### config.mk
export PLATFORM = sky130hd
export DESIGN_NAME = hazard_scoreboard
export DESIGN_NICKNAME = d
export VERILOG_FILES = /design/src/rtl/hazard_pkg.sv /design/src/rtl/md_busy_counter.sv /design/src/rtl/hazard_scoreboard.sv
export SDC_FILE = /design/constraint.sdc
export NUM_CORES = 1
export LEC_CHECK = 0
export ABC_AREA = 1
export BUFFER_PORTS_ARGS = -buffer_cell sky130_fd_sc_hd__buf_4
export CORE_UTILIZATION = 55
export CTS_CLUSTER_DIAMETER = 150
export CTS_CLUSTER_SIZE = 14
export DETAILED_ROUTE_END_ITERATION = 12
export PLACE_DENSITY_LB_ADDON = 0.05
export SLEW_MARGIN = 20
export SYNTH_ARGS = -nofsm -noshare
export SYNTH_HDL_FRONTEND = slang
export SYNTH_HIERARCHICAL = 1
export SYNTH_SLANG_ARGS = --single-unit
### constraint.sdc
create_clock -name clk -period 3.9 [get_ports clk]
set_clock_uncertainty 0.15 [all_clocks]
set_input_delay 0.78 -clock clk [delete_from_list [all_inputs] [get_ports clk]]
set_output_delay 0.78 -clock clk [all_outputs]
set_load 0.005 [all_outputs]
### src/rtl/hazard_pkg.sv
// hazard_pkg: pipeline timing constants shared by the decoder and the hazard scoreboard
package hazard_pkg;
  localparam int TUSE_BRANCH = 0;
  localparam int TUSE_ALU = 1;
  localparam int TUSE_STORE = 2;
  localparam int TNEW_ALU = 1;
  localparam int TNEW_LOAD = 2;
  localparam int TW_DEF = 2;
  localparam int MULT_LAT = 5;
  localparam int DIV_LAT = 10;
endpackage

### src/rtl/md_busy_counter.sv
// md_busy_counter: busy countdown for the multi-cycle mult/div unit
module md_busy_counter import hazard_pkg::*; #(
  parameter int MULT_LAT = hazard_pkg::MULT_LAT,
  parameter int DIV_LAT = hazard_pkg::DIV_LAT
)(
  input  logic clk,
  input  logic reset,
  input  logic start,
  input  logic div,
  output logic busy
);
  localparam int CW = $clog2((DIV_LAT > MULT_LAT ? DIV_LAT : MULT_LAT) + 1);
  logic [CW-1:0] cnt;
  always_ff @(posedge clk)
    if (reset) cnt <= '0;
    else if (start) cnt <= div ? CW'(DIV_LAT) : CW'(MULT_LAT);
    else if (cnt != '0) cnt <= cnt - 1'b1;
  assign busy = !reset && cnt != '0;
endmodule

### src/rtl/hazard_scoreboard.sv
// hazard_scoreboard: per-register Tuse/Tnew countdown scoreboard driving the decode-stage stall
module hazard_scoreboard import hazard_pkg::*; #(
  parameter int NREG = 32,
  parameter int AW = 5,
  parameter int TW = TW_DEF,
  parameter int MULT_LAT = hazard_pkg::MULT_LAT,
  parameter int DIV_LAT = hazard_pkg::DIV_LAT
)(
  input  logic          clk,
  input  logic          reset,
  input  logic          d_valid,
  input  logic [AW-1:0] d_rs,
  input  logic [AW-1:0] d_rt,
  input  logic          d_rs_use,
  input  logic          d_rt_use,
  input  logic [TW-1:0] d_tuse_rs,
  input  logic [TW-1:0] d_tuse_rt,
  input  logic [AW-1:0] d_dst,
  input  logic          d_dst_we,
  input  logic [TW-1:0] d_tnew,
  input  logic          d_md,
  input  logic          d_md_start,
  input  logic          d_md_div,
  output logic          stall,
  output logic          md_busy
);
  logic [TW-1:0] cnt [NREG];
  logic rs_haz, rt_haz, md_haz, issue, wr;
  assign rs_haz = d_rs_use && d_rs != '0 && cnt[d_rs] > d_tuse_rs;
  assign rt_haz = d_rt_use && d_rt != '0 && cnt[d_rt] > d_tuse_rt;
  assign md_haz = d_md && md_busy;
  assign stall = d_valid && !reset && (rs_haz || rt_haz || md_haz);
  assign issue = d_valid && !stall && !reset;
  assign wr = issue && d_dst_we && d_dst != '0;
  // a fresh write replaces any older pending countdown on the same register
  always_ff @(posedge clk)
    for (int r = 0; r < NREG; r++)
      if (reset || r == 0) cnt[r] <= '0;
      else if (wr && d_dst == AW'(r)) cnt[r] <= d_tnew;
      else if (cnt[r] != '0) cnt[r] <= cnt[r] - 1'b1;
  md_busy_counter #(.MULT_LAT(MULT_LAT), .DIV_LAT(DIV_LAT)) u_md (
    .clk(clk),
    .reset(reset),
    .start(issue && d_md_start),
    .div(d_md_div),
    .busy(md_busy)
  );
endmodule

Yosys cells after proc, flatten, opt, wreduce, memory -nomap -nowiden
Memory sizes are Yosys's and may differ from the RTL's.
Cells that the tools add are included.
Word-level totals
  bits in writable memories: 64
  memories kept: 1
  bits in registers: 4
  memory bits (read-only): 0
  logic and storage cells: 497
  latch bits: 0
Operators by class
  $add $sub $neg: 32
  reductions and logical operators: 84
  multiply operators: 0
  divide/modulo/power cells: 0
  mux-type cells: 284
  bitwise gates (word level): 62
  shift operators: 0
  equal/unequal tests: 31
  $lt $le $gt $ge: 2
Memory list
  cnt: words 32, width 2, rd ports 33, clocked after memory_dff 0, write ports 32, RTL line hazard_scoreboard.sv:27  | logic [TW-1:0] cnt [NREG];
Operators by type and width (count)
  2-to-1 mux 1 bit: 219
  2-to-1 mux 2 bit: 62
  == test 5 bit (second input constant): 16
  nonzero test 2 bit: 32
  bitwise OR 1 bit: 62
  subtractor 2 x 1 -> 2 bit (second input constant): 31
  logical AND 1 bit: 44
  == test 5 x 4 -> 1 bit (second input constant): 8
  == test 5 x 3 -> 1 bit (second input constant): 4
  nonzero test 5 bit: 3
  2-to-1 mux 4 bit: 3
  == test 5 x 2 -> 1 bit (second input constant): 2
  == test 5 x 1 -> 1 bit (second input constant): 1
  greater-than comparator 2 bit: 2
  nonzero test 4 bit: 1
  subtractor 4 x 1 -> 4 bit (second input constant): 1
  zero test 1 bit: 2
  logical OR 1 bit: 2

Logic depth before layout (Yosys ltp)
Gate-level depths: netlist of the first run.
  depth in word-level cells: 17
  gate-level depth with buffers: 23

Modules after synthesis
The synthesis of the first run kept the hierarchy.
By module, submodules not included
  hazard_scoreboard: seq. area each 1861.8 um^2, area each 5695.5 um^2, times used 1, cells an instance 817
  md_busy_counter: seq. area each 80.1 um^2, area each 246.5 um^2, times used 1, cells an instance 41

Worst setup path before layout of the first run
OpenSTA, ideal clock, no wires.
  path type: input to output
  start point: input port d_rt[0]
  end point: output port stall
  data arrival time: 2.486 ns
  stages on the path: 14
  path slack: 0.484 ns
  path through: clkbuf_1 > buf_2 > buf_2 > o21ai_0 > nand3_1 > o2111ai_1 > nand3_1 > nand2_1 > ha_1 > a21boi_0 > nand3_2 > nand3_2 > nand2_1 > inv_1
On the way
  cells in the longest elaborated chain, start to end: 6
RTL lines
  start: declaration: RTL line hazard_scoreboard.sv:13  | input logic [AW-1:0] d_rt,
  memory (32 x 2 bit) or nonzero test 5 bit (tied branches)
  greater-than comparator 2 bit or logical AND 1 bit (tied branches): RTL line hazard_scoreboard.sv:30  | assign rt_haz = d_rt_use && d_rt != '0 && cnt[d_rt] > d_tuse_rt;
  logical AND 1 bit *: RTL line hazard_scoreboard.sv:30
  logical OR 1 bit * (2 in a row): RTL line hazard_scoreboard.sv:32  | assign stall = d_valid && !reset && (rs_haz || rt_haz || md_haz);
  logical AND 1 bit *: RTL line hazard_scoreboard.sv:32
  end: declaration: RTL line hazard_scoreboard.sv:24  | output logic stall,
Mark *: on every way between the ends. The rest lies on a longest branch, timed or not.

Worst setup path after layout of the first run
  start point: input port d_rs[0]
  end point: output port stall
On the way
  cells in the longest elaborated chain, start to end: 6
RTL lines
  start: declaration: RTL line hazard_scoreboard.sv:12  | input logic [AW-1:0] d_rs,
  memory (32 x 2 bit) or nonzero test 5 bit (tied branches)
  greater-than comparator 2 bit or logical AND 1 bit (tied branches): RTL line hazard_scoreboard.sv:29  | assign rs_haz = d_rs_use && d_rs != '0 && cnt[d_rs] > d_tuse_rs;
  logical AND 1 bit *: RTL line hazard_scoreboard.sv:29
  logical OR 1 bit * (2 in a row): RTL line hazard_scoreboard.sv:32
  logical AND 1 bit *: RTL line hazard_scoreboard.sv:32
Marked as above.

==> flow_metrics.py, run 1 <==
metrics = {
    "outcome": {
        "outcome": "finished clean",
    },
    "clocking": {
        "clockBufferDepth": 2,
        "cts_tree": "yes",
        "clkSlewWorstSetupHoldPaths_ps": 80,
        "cts_setup_buffers": 0,
        "clock-root-buffer": "clkbuf_8",
        "numCtsBuffers": 9,
        "cts-htree-levels": 3,
        "clk_latency_ps": 350,
        "cts_sinks": 66,
    },
    "timing": {
        "whs_ps": 358,
        "setup_violations": 0,
        "max_freq_mhz": 264,
        "fin_crit_ps": 3780,
        "finalSetupTns_ps": 0,
        "finalCritPeriodShare_pct": 97.1,
        "hold_violations": 0,
        "tightest_slew_ps": 941,
        "slew_headroom_pct": 37.3,
        "maxSlewViolCount": 0,
        "rsz0062_at_grt": "no",
    },
    "placed_design": {
        "portBuffers": 31,
        "dp_cells": 991,
        "place_hpwl_mm": 12.9,
        "place_congestion": 0.905,
    },
    "synthesis": {
        "synth_nets": 924,
        "synth.area.top_cells": "edfxtp_1 31%, nand3_1 13%, inv_1 10%",
        "syn_inst": 858,
        "avgSynthCellArea_um2": 6.93,
        "ys_seq_area_share_pct": 32.7,
        "yosys.area.top_type_share_pct": 31.3,
        "yosysUniqueCellTypes": 30,
        "synth_top_cell_by_area": "edfxtp_1",
        "synth-warning-count": 6,
        "syn_area_um2": 5940,
        "ys_ff_latch": 66,
    },
    "pwr": {
        "switching_power_mw": 1.70,
        "seqPwrFrac_pct": 37.9,
        "combPwrFrac_pct": 48.7,
        "p_int_mw": 2.12,
        "cellLeakagePower_nw": 3.05,
        "irDropWorstVdd_mv": 0.339,
        "power_density_nw_per_um2": 598,
        "total_power_mw": 3.83,
        "power_frac_clock_pct": 13.5,
        "switching_share_pct": 44.5,
    },
    "drt": {
        "vias_per_cell": 6.04,
        "first_iter_violations": 645,
        "drc": 0,
        "vias": 6081,
        "post_drt_wl_per_cell_um": 17.6,
        "ant_nets": 0,
        "dr.pass1.iters": 5,
        "routed_wl_mm": 17.7,
    },
    "floorplanning": {
        "start_util_pct": 57.0,
        "die_x_um": 106,
        "dieArea_um2": 11200,
        "rows": 37,
        "die_h_um": 106,
        "core_um2": 10400,
        "ioPinCount": 32,
    },
    "global_route": {
        "grt-ovfl-total": 0,
        "antenna_found_initial": 0,
        "grt_pass1_vias": 5889,
        "grt_usage_pct": 32.7,
        "grt_max_degree": 92,
        "grt_pass1_wl_mm": 28.4,
    },
    "job": {
        "max_cap_viol_count": 0,
    },
    "finish": {
        "final_common_cell": "nand3_1",
        "final_cell_mix": "159 x nand3_1, 156 x inv_1, 122 x nand2_1",
        "n_antenna_cell": 0,
        "utilization_pct": 61.4,
        "finalNetCount": 932,
        "final_cells": 1007,
        "n_fill_cell": 989,
        "drive_gt1_share_pct": 8.61,
        "syn_to_final_growth_pct": 7.66,
    },
    "critical_path": {
        "rrSetupSlack_ps": 560,
        "end_kind": "output port",
        "required_ps": 2970,
        "cp_max_fo": 25,
        "worstSetupPathType": "input port to output port",
        "worst_ep_arrival_time_ps": 2850,
        "startpoint_type": "input port",
    },
    "worst_hold_path": {
        "hold_path_class": "flop to flop",
    },
}
-- metrics by stage --
| step | area, um^2 | worst slack, ps |
|---|---|---|
| after floorplan | 5940 | 484 |
| after global placement | 6230 | 65.5 |
| after detailed placement | 6230 | -41.9 |
| after CTS | 6390 | 43.1 |
| after global routing | 6400 | 1.67 |
| final | 6400 | 115 |
-- path summary, 6_finish.rpt --
kind | from | endpoint | cells past startpoint
min | u_md/cnt[0] | u_md/cnt[0] | 2
min reg2reg | u_md/cnt[0] | u_md/cnt[0] | 2
max reg2reg | cnt[24][1] | cnt[17][1] | 16
max | d_rs[0] | stall | 15
-- routing by layer --
metal  track usage, %  wire, um
met5                0         0
met4             16.1       488
met3             5.33      1520
met2             53.9      8330
met1             41.7      7340
-- kinds of logic (layout without fill, tap and decap cells) --
group	Yosys count	count (layout)	synth area share, %
compound gates	131	131	11.7
fa+ha+maj	36	36	7.58
buf+inv	214	227	14.8
flops	66	66	32.7
simple gates	411	411	33.2
-- synth_stat cells --
| cell type | number |
|---|---|
| nand3_2 | 3 |
| inv_2 | 3 |
| buf_4 | 3 |
| a211o_1 | 1 |
| nor2_4 | 3 |
| a21boi_0 | 2 |
| o22ai_1 | 2 |
| a21oi_1 | 52 |
| o21ai_0 | 62 |
| o2111ai_1 | 1 |
| nor2_1 | 47 |
| buf_6 | 7 |
| nor3_1 | 11 |
| buf_1 | 4 |
| o21bai_1 | 2 |
| inv_1 | 158 |
| ha_1 | 36 |
| buf_2 | 8 |
| edfxtp_1 | 62 |
| nor2_8 | 1 |
| nand2_1 | 122 |
| o211ai_1 | 7 |
| clkbuf_1 | 28 |
| nand3_1 | 159 |
| o31ai_1 | 1 |
| nand4_1 | 64 |
| nor2_2 | 1 |
| clkinv_1 | 3 |
| a31oi_1 | 1 |
| dfxtp_1 | 4 |
-- power by group through the flow --
stage	Combinational (mW)	Clock (mW)	Sequential, mW
global route	2.15	0.539	1.48
floorplan	1.40	0	1.35
finish	1.86	0.515	1.45
global placement	1.69	0	1.45
CTS	1.84	0.515	1.44
detailed placement	1.84	0	1.46
-- flip-flops by register name, indices dropped and copies added, names as in the netlist --
signal	flops
cnt	62
u_md/cnt	4
-- cell type report --
type | instances | area [um^2] | area share (%)
Sequential cell | 66 | 1940 | 30.4
Tap cell | 136 | 170 | 2.66
Clock buffer | 10 | 128 | 1.99
Multi-Input combinational cell | 578 | 3120 | 48.8
Clock inverter | 6 | 33.8 | 0.528
Inverter | 164 | 623 | 9.74
Timing Repair Buffer | 47 | 378 | 5.91
-- worst max-delay path, stage by stage --
cell and delay, ps:
buf_4 130, buf_12 150, o21ai_0 310, nand3_1 120, nand3_1 80, nand3_1 60, o21ai_0 190, inv_1 70
ha_1 290, a21boi_0 170, nand3_1 150, nand3_2 130, nand2_1 60, inv_1 50, buf_4 100
-- timing repair --
| item | in CTS | in global routing |
|---|---|---|
| resized for setup | 0 | 4 |
| endpoints found under the setup margin | 0 | 38 |
| hold buffers | 0 | 0 |
(Power assumes the default switching activity.)
==> run 2, diff against run 1 <==
CTS_BUF_LIST = sky130_fd_sc_hd__clkbuf_4 sky130_fd_sc_hd__clkbuf_8   (was unset)
==> flow_metrics.py, run 2 (synthesis results as in run 1) <==
metrics = {
    "outcome": {
        "outcome": "finished clean",
    },
    "pwr": {
        "p_int_mw": 2.13,
        "irDropWorstVdd_mv": 0.341,
        "switching_power_mw": 1.71,
        "combPwrFrac_pct": 48.6,
        "cellLeakagePower_nw": 3.05,
        "power_density_nw_per_um2": 599,
        "power_frac_clock_pct": 13.6,
        "switching_share_pct": 44.5,
        "seqPwrFrac_pct": 37.8,
    },
    "clocking": {
        "cts_sinks": 66,
        "cts-htree-levels": 3,
        "clockBufferDepth": 2,
        "hold_buffers": 0,
        "numCtsBuffers": 9,
        "clk_latency_ps": 360,
        "clock-root-buffer": "clkbuf_8",
        "cts_tree": "yes",
        "clkSlewWorstSetupHoldPaths_ps": 70,
    },
    "global_route": {
        "grt_pass1_vias": 5886,
        "grt-ovfl-total": 0,
        "grt_usage_pct": 32.7,
        "antenna_found_initial": 0,
        "grt_max_degree": 92,
        "grt_pass1_wl_mm": 28.4,
    },
    "floorplanning": {
        "start_util_pct": 57.0,
        "die_x_um": 106,
        "dieArea_um2": 11200,
        "die_h_um": 106,
        "core_um2": 10400,
        "ioPinCount": 32,
        "rows": 37,
    },
    "drt": {
        "ant_nets": 0,
        "vias_per_cell": 6.05,
        "post_drt_wl_per_cell_um": 17.6,
        "drc": 0,
        "vias": 6093,
        "dr.pass1.iters": 5,
        "routed_wl_mm": 17.7,
        "first_iter_violations": 563,
    },
    "critical_path": {
        "cp_common_cell": "nand3_1",
        "slowest_delay_ps": 290,
        "end_kind": "output port",
        "worst_ep_arrival_time_ps": 2840,
        "startpoint_type": "input port",
        "cp_max_fo": 23,
        "crit_chain": "buf_4, inv_1, buf_12, o21ai_0, nand3_1, nand3_1, nand3_1, o21ai_0, ha_1, a21boi_0, nand3_1, nand3_2, nand2_1, inv_1, buf_4",
        "required_ps": 2970,
        "slowest_stage": "ha_1",
        "worstSetupPathType": "input port to output port",
    },
    "finish": {
        "final_cells": 1007,
        "ff_latch_area_um2": 1940,
        "multi_input_area_um2": 3120,
        "n_antenna_cell": 0,
        "final_cell_mix": "159 x nand3_1, 156 x inv_1, 122 x nand2_1",
        "largest_register_ffs": 62,
        "top_register": "cnt",
        "finalNetCount": 932,
        "n_fill_cell": 989,
        "final_common_cell": "nand3_1",
        "syn_to_final_growth_pct": 7.73,
        "largest_registers": "cnt (62), u_md/cnt (4)",
        "drive_gt1_share_pct": 8.73,
    },
    "placed_design": {
        "place_congestion": 0.905,
        "place_hpwl_mm": 12.9,
        "pre_cts_ws_ps": -41.9,
        "portBuffers": 31,
        "dp_cells": 991,
    },
    "timing": {
        "finalCritPeriodShare_pct": 96.8,
        "setup_slack_ps": 125,
        "rsz0062_at_grt": "no",
        "finalSetupTns_ps": 0,
        "max_freq_mhz": 265,
        "maxSlewViolCount": 0,
        "hold_violations": 0,
        "slew_headroom_pct": 38.1,
        "tightest_slew_ps": 928,
        "fin_crit_ps": 3770,
        "setup_violations": 0,
    },
    "job": {
        "max_cap_viol_count": 0,
    },
    "worst_hold_path": {
        "hold_path_class": "flop to flop",
    },
}
run 2: layer usage:
layer  global-route usage [%]  up-vias  routed length, um
met2                     54.1      314               8380
met1                     41.7     2800               7200
met5                        0        -                  0
li1                         -     2937                  -
met3                     5.33       42               1640
met4                     15.9        0                468
run 2: repair_timing:
item,4_1_cts,5_1_grt
gates resized for setup,0,4
setup endpoints to repair,0,38
setup buffers,0,0
run 2: power by group through the flow:
stage	logic (mW)	registers [mW]	clock network, mW
after CTS	1.84	1.44	0.522
after detailed placement	1.84	1.46	0
final	1.86	1.45	0.523
after global placement	1.69	1.45	0
after global routing	2.15	1.48	0.547
after floorplan	1.40	1.35	0
run 2: area by class of cell:
class / instances / share of cell area, %
Multi-Input combinational cell: 578 / 48.8
Sequential cell: 66 / 30.3
Inverter: 164 / 9.73
Timing Repair Buffer: 47 / 5.90
Tap cell: 136 / 2.66
Clock buffer: 10 / 2.05
Clock inverter: 6 / 0.528
run 2: worst max-delay path: cells and delay by family:
family                     cells  cell delay (ps)
and+or+nand+nor                6              650
buffers and inverters          5              470
AOI/OAI and AO/OA              3              650
adders and majority gates      1              290
run 2: final timing paths:
path,startpoint,endpoint,slack (ps),depth (start not counted)
setup / recovery,d_rs[0],stall,130,15
hold / removal,u_md/cnt[0],u_md/cnt[0],360,2
setup reg to reg,cnt[31][1],cnt[17][1],570,18
hold reg to reg,u_md/cnt[0],u_md/cnt[0],360,2
run 2: through the flow:
stage / cell area, um^2 / utilization, % / hold WS (ps) / power [mW]
after floorplan: 5940 / - / 309 / 2.75
after global placement: 6230 / 59.8 / 325 / 3.15
after detailed placement: 6230 / 59.8 / 336 / 3.29
after CTS: 6390 / 61.4 / 347 / 3.81
after global routing: 6400 / 61.5 / 380 / 4.18
final: 6400 / 61.5 / 359 / 3.84
==> run 3, diff against run 2 <==
clock period = 3.8 ns   (was 3.9 ns; I/O delays follow)
==> flow_metrics.py, run 3 (synthesis results as in run 1) <==
metrics = {
    "floorplanning": {
        "ioPinCount": 32,
        "core_um2": 10400,
        "die_x_um": 106,
        "start_util_pct": 57.0,
        "die_h_um": 106,
        "rows": 37,
        "dieArea_um2": 11200,
    },
    "pwr": {
        "cellLeakagePower_nw": 3.09,
        "power_density_nw_per_um2": 616,
        "irDropWorstVdd_mv": 0.342,
        "total_power_mw": 3.99,
    },
    "clocking": {
        "cts-htree-levels": 3,
        "hold_buffers": 0,
        "clockBufferDepth": 2,
        "numCtsBuffers": 9,
        "clock-root-buffer": "clkbuf_8",
        "cts_tree": "yes",
        "clk_latency_ps": 360,
        "cts_sinks": 66,
        "clkSlewWorstSetupHoldPaths_ps": 80,
    },
    "finish": {
        "top_register": "cnt",
        "final_cell_mix": "159 x nand3_1, 156 x inv_1, 122 x nand2_1",
        "final_cells": 1009,
        "syn_to_final_growth_pct": 8.99,
        "n_fill_cell": 967,
        "largest_register_ffs": 62,
        "n_antenna_cell": 0,
        "drive_gt1_share_pct": 8.82,
        "final_common_cell": "nand3_1",
        "ff_latch_area_um2": 1940,
        "utilization_pct": 62.2,
        "finalNetCount": 934,
        "multi_input_area_um2": 3120,
        "largest_registers": "cnt (62), u_md/cnt (4)",
    },
    "critical_path": {
        "rrSetupSlack_ps": 590,
        "reg2reg_to": "cnt[13][1]",
        "startpoint_type": "input port",
        "required_ps": 2890,
        "endpoint": "stall",
        "rr_worst_depth": 18,
        "end_kind": "output port",
        "crit_start": "d_rs[0]",
        "worst_ep_arrival_time_ps": 2780,
        "r2r-start": "cnt[31][1]",
        "worstSetupPathType": "input port to output port",
        "cp_max_fo": 25,
    },
    "global_route": {
        "antenna_found_initial": 0,
        "grt_max_degree": 92,
        "grt-ovfl-total": 0,
        "grt_use_met2_pct": 53.9,
        "met3_usage_pct": 3.49,
        "grt_pass1_vias": 5725,
        "grt_busiest_layer": "met2",
        "grt_pass1_wl_mm": 28.1,
        "grt_usage_pct": 32.4,
        "use_met1_pct": 42.9,
    },
    "timing": {
        "maxSlewViolCount": 0,
        "max_freq_mhz": 271,
        "fin_crit_ps": 3690,
        "hold_violations": 0,
        "whs_ps": 358,
        "setup_slack_ps": 114,
        "rsz0062_at_grt": "no",
        "setup_violations": 0,
        "tightest_slew_ps": 937,
        "slew_headroom_pct": 37.5,
        "finalCritPeriodShare_pct": 97.0,
    },
    "drt": {
        "vias_per_cell": 6.10,
        "first_iter_violations": 609,
        "drc": 0,
        "routed_wl_mm": 17.6,
        "ant_nets": 0,
        "post_drt_wl_per_cell_um": 17.4,
        "vias": 6153,
        "dr.pass1.iters": 5,
    },
    "placed_design": {
        "portBuffers": 31,
        "dp_cells": 991,
        "pre_cts_ws_ps": -113,
        "place_congestion": 0.907,
        "place_hpwl_mm": 12.8,
    },
    "worst_hold_path": {
        "hold_path_class": "flop to flop",
        "hold_depth": 2,
    },
    "outcome": {
        "outcome": "finished clean",
    },
    "job": {
        "max_cap_viol_count": 0,
    },
}
## run 3: cell count changes in the layout (fill, tap and decap cells not counted)
| cell | before | now |
|---|---|---|
| buf_6 | 0 | 1 |
| clkinvlp_4 | 4 | 3 |
| clkbuf_4 | 1 | 0 |
| buf_4 | 45 | 43 |
| bufinv_16 | 0 | 1 |
| o21ai_0 | 60 | 57 |
| a21boi_1 | 0 | 1 |
| clkinv_1 | 3 | 4 |
| buf_12 | 2 | 5 |
| o21ai_1 | 2 | 5 |
| a21boi_0 | 2 | 1 |
## run 3: per-stage QoR
step                setup TNS, ps  area [um^2]
floorplan                       0         5940
global placement            -2020         6250
detailed placement          -4070         6250
CTS                             0         6440
global route                    0         6480
finish                          0         6480
## run 3: final cells by class
cell class | count | share of cell area, %
clock buffer | 9 | 1.91
multi-input combinational | 578 | 48.2
timing repair buffer | 49 | 6.70
tap | 136 | 2.63
inverter | 164 | 9.62
sequential | 66 | 30.0
clock inverter | 7 | 0.927
## run 3: worst min path at each step
stage / from / end / slack, ps
after floorplan: u_md/cnt[0] / u_md/cnt[0] / 310
after global placement: u_md/cnt[0] / u_md/cnt[0] / 320
after detailed placement: u_md/cnt[0] / u_md/cnt[0] / 340
after CTS: u_md/cnt[0] / u_md/cnt[0] / 360
after global routing: u_md/cnt[0] / u_md/cnt[0] / 400
final: u_md/cnt[0] / u_md/cnt[0] / 360
## run 3: repair_timing
| item | CTS | global route |
|---|---|---|
| endpoints found under the setup margin | 0 | 41 |
| setup buffers | 0 | 2 |
| resized for setup | 0 | 9 |
## run 3: worst max-delay path, stage by stage
cell	delay, ps
buf_4	130
buf_12	150
o21ai_0	260
nand3_1	110
nand3_1	130
nand3_1	80
o21ai_0	220
ha_1	270
a21boi_0	160
nand3_1	140
nand3_2	130
nand2_1	60
inv_1	50
buf_4	100
## run 3: routing by layer
layer  routed length (um)  vias to the layer above  share of wire [%]
met5                    0                        -                  0
met4                  427                        0                2.4
met3                 1550                       31                8.8
met2                 8270                      315                 47
met1                 7330                     2857                 42
li1                     -                     2950                  -
## run 3: where the power goes
part / internal, mW / leakage [nW] / total [mW] / switching (mW)
Combinational: 0.691 / 2.28 / 1.90 / 1.21
Clock: 0.295 / 0.0939 / 0.595 / 0.300
Sequential: 1.26 / 0.712 / 1.49 / 0.228
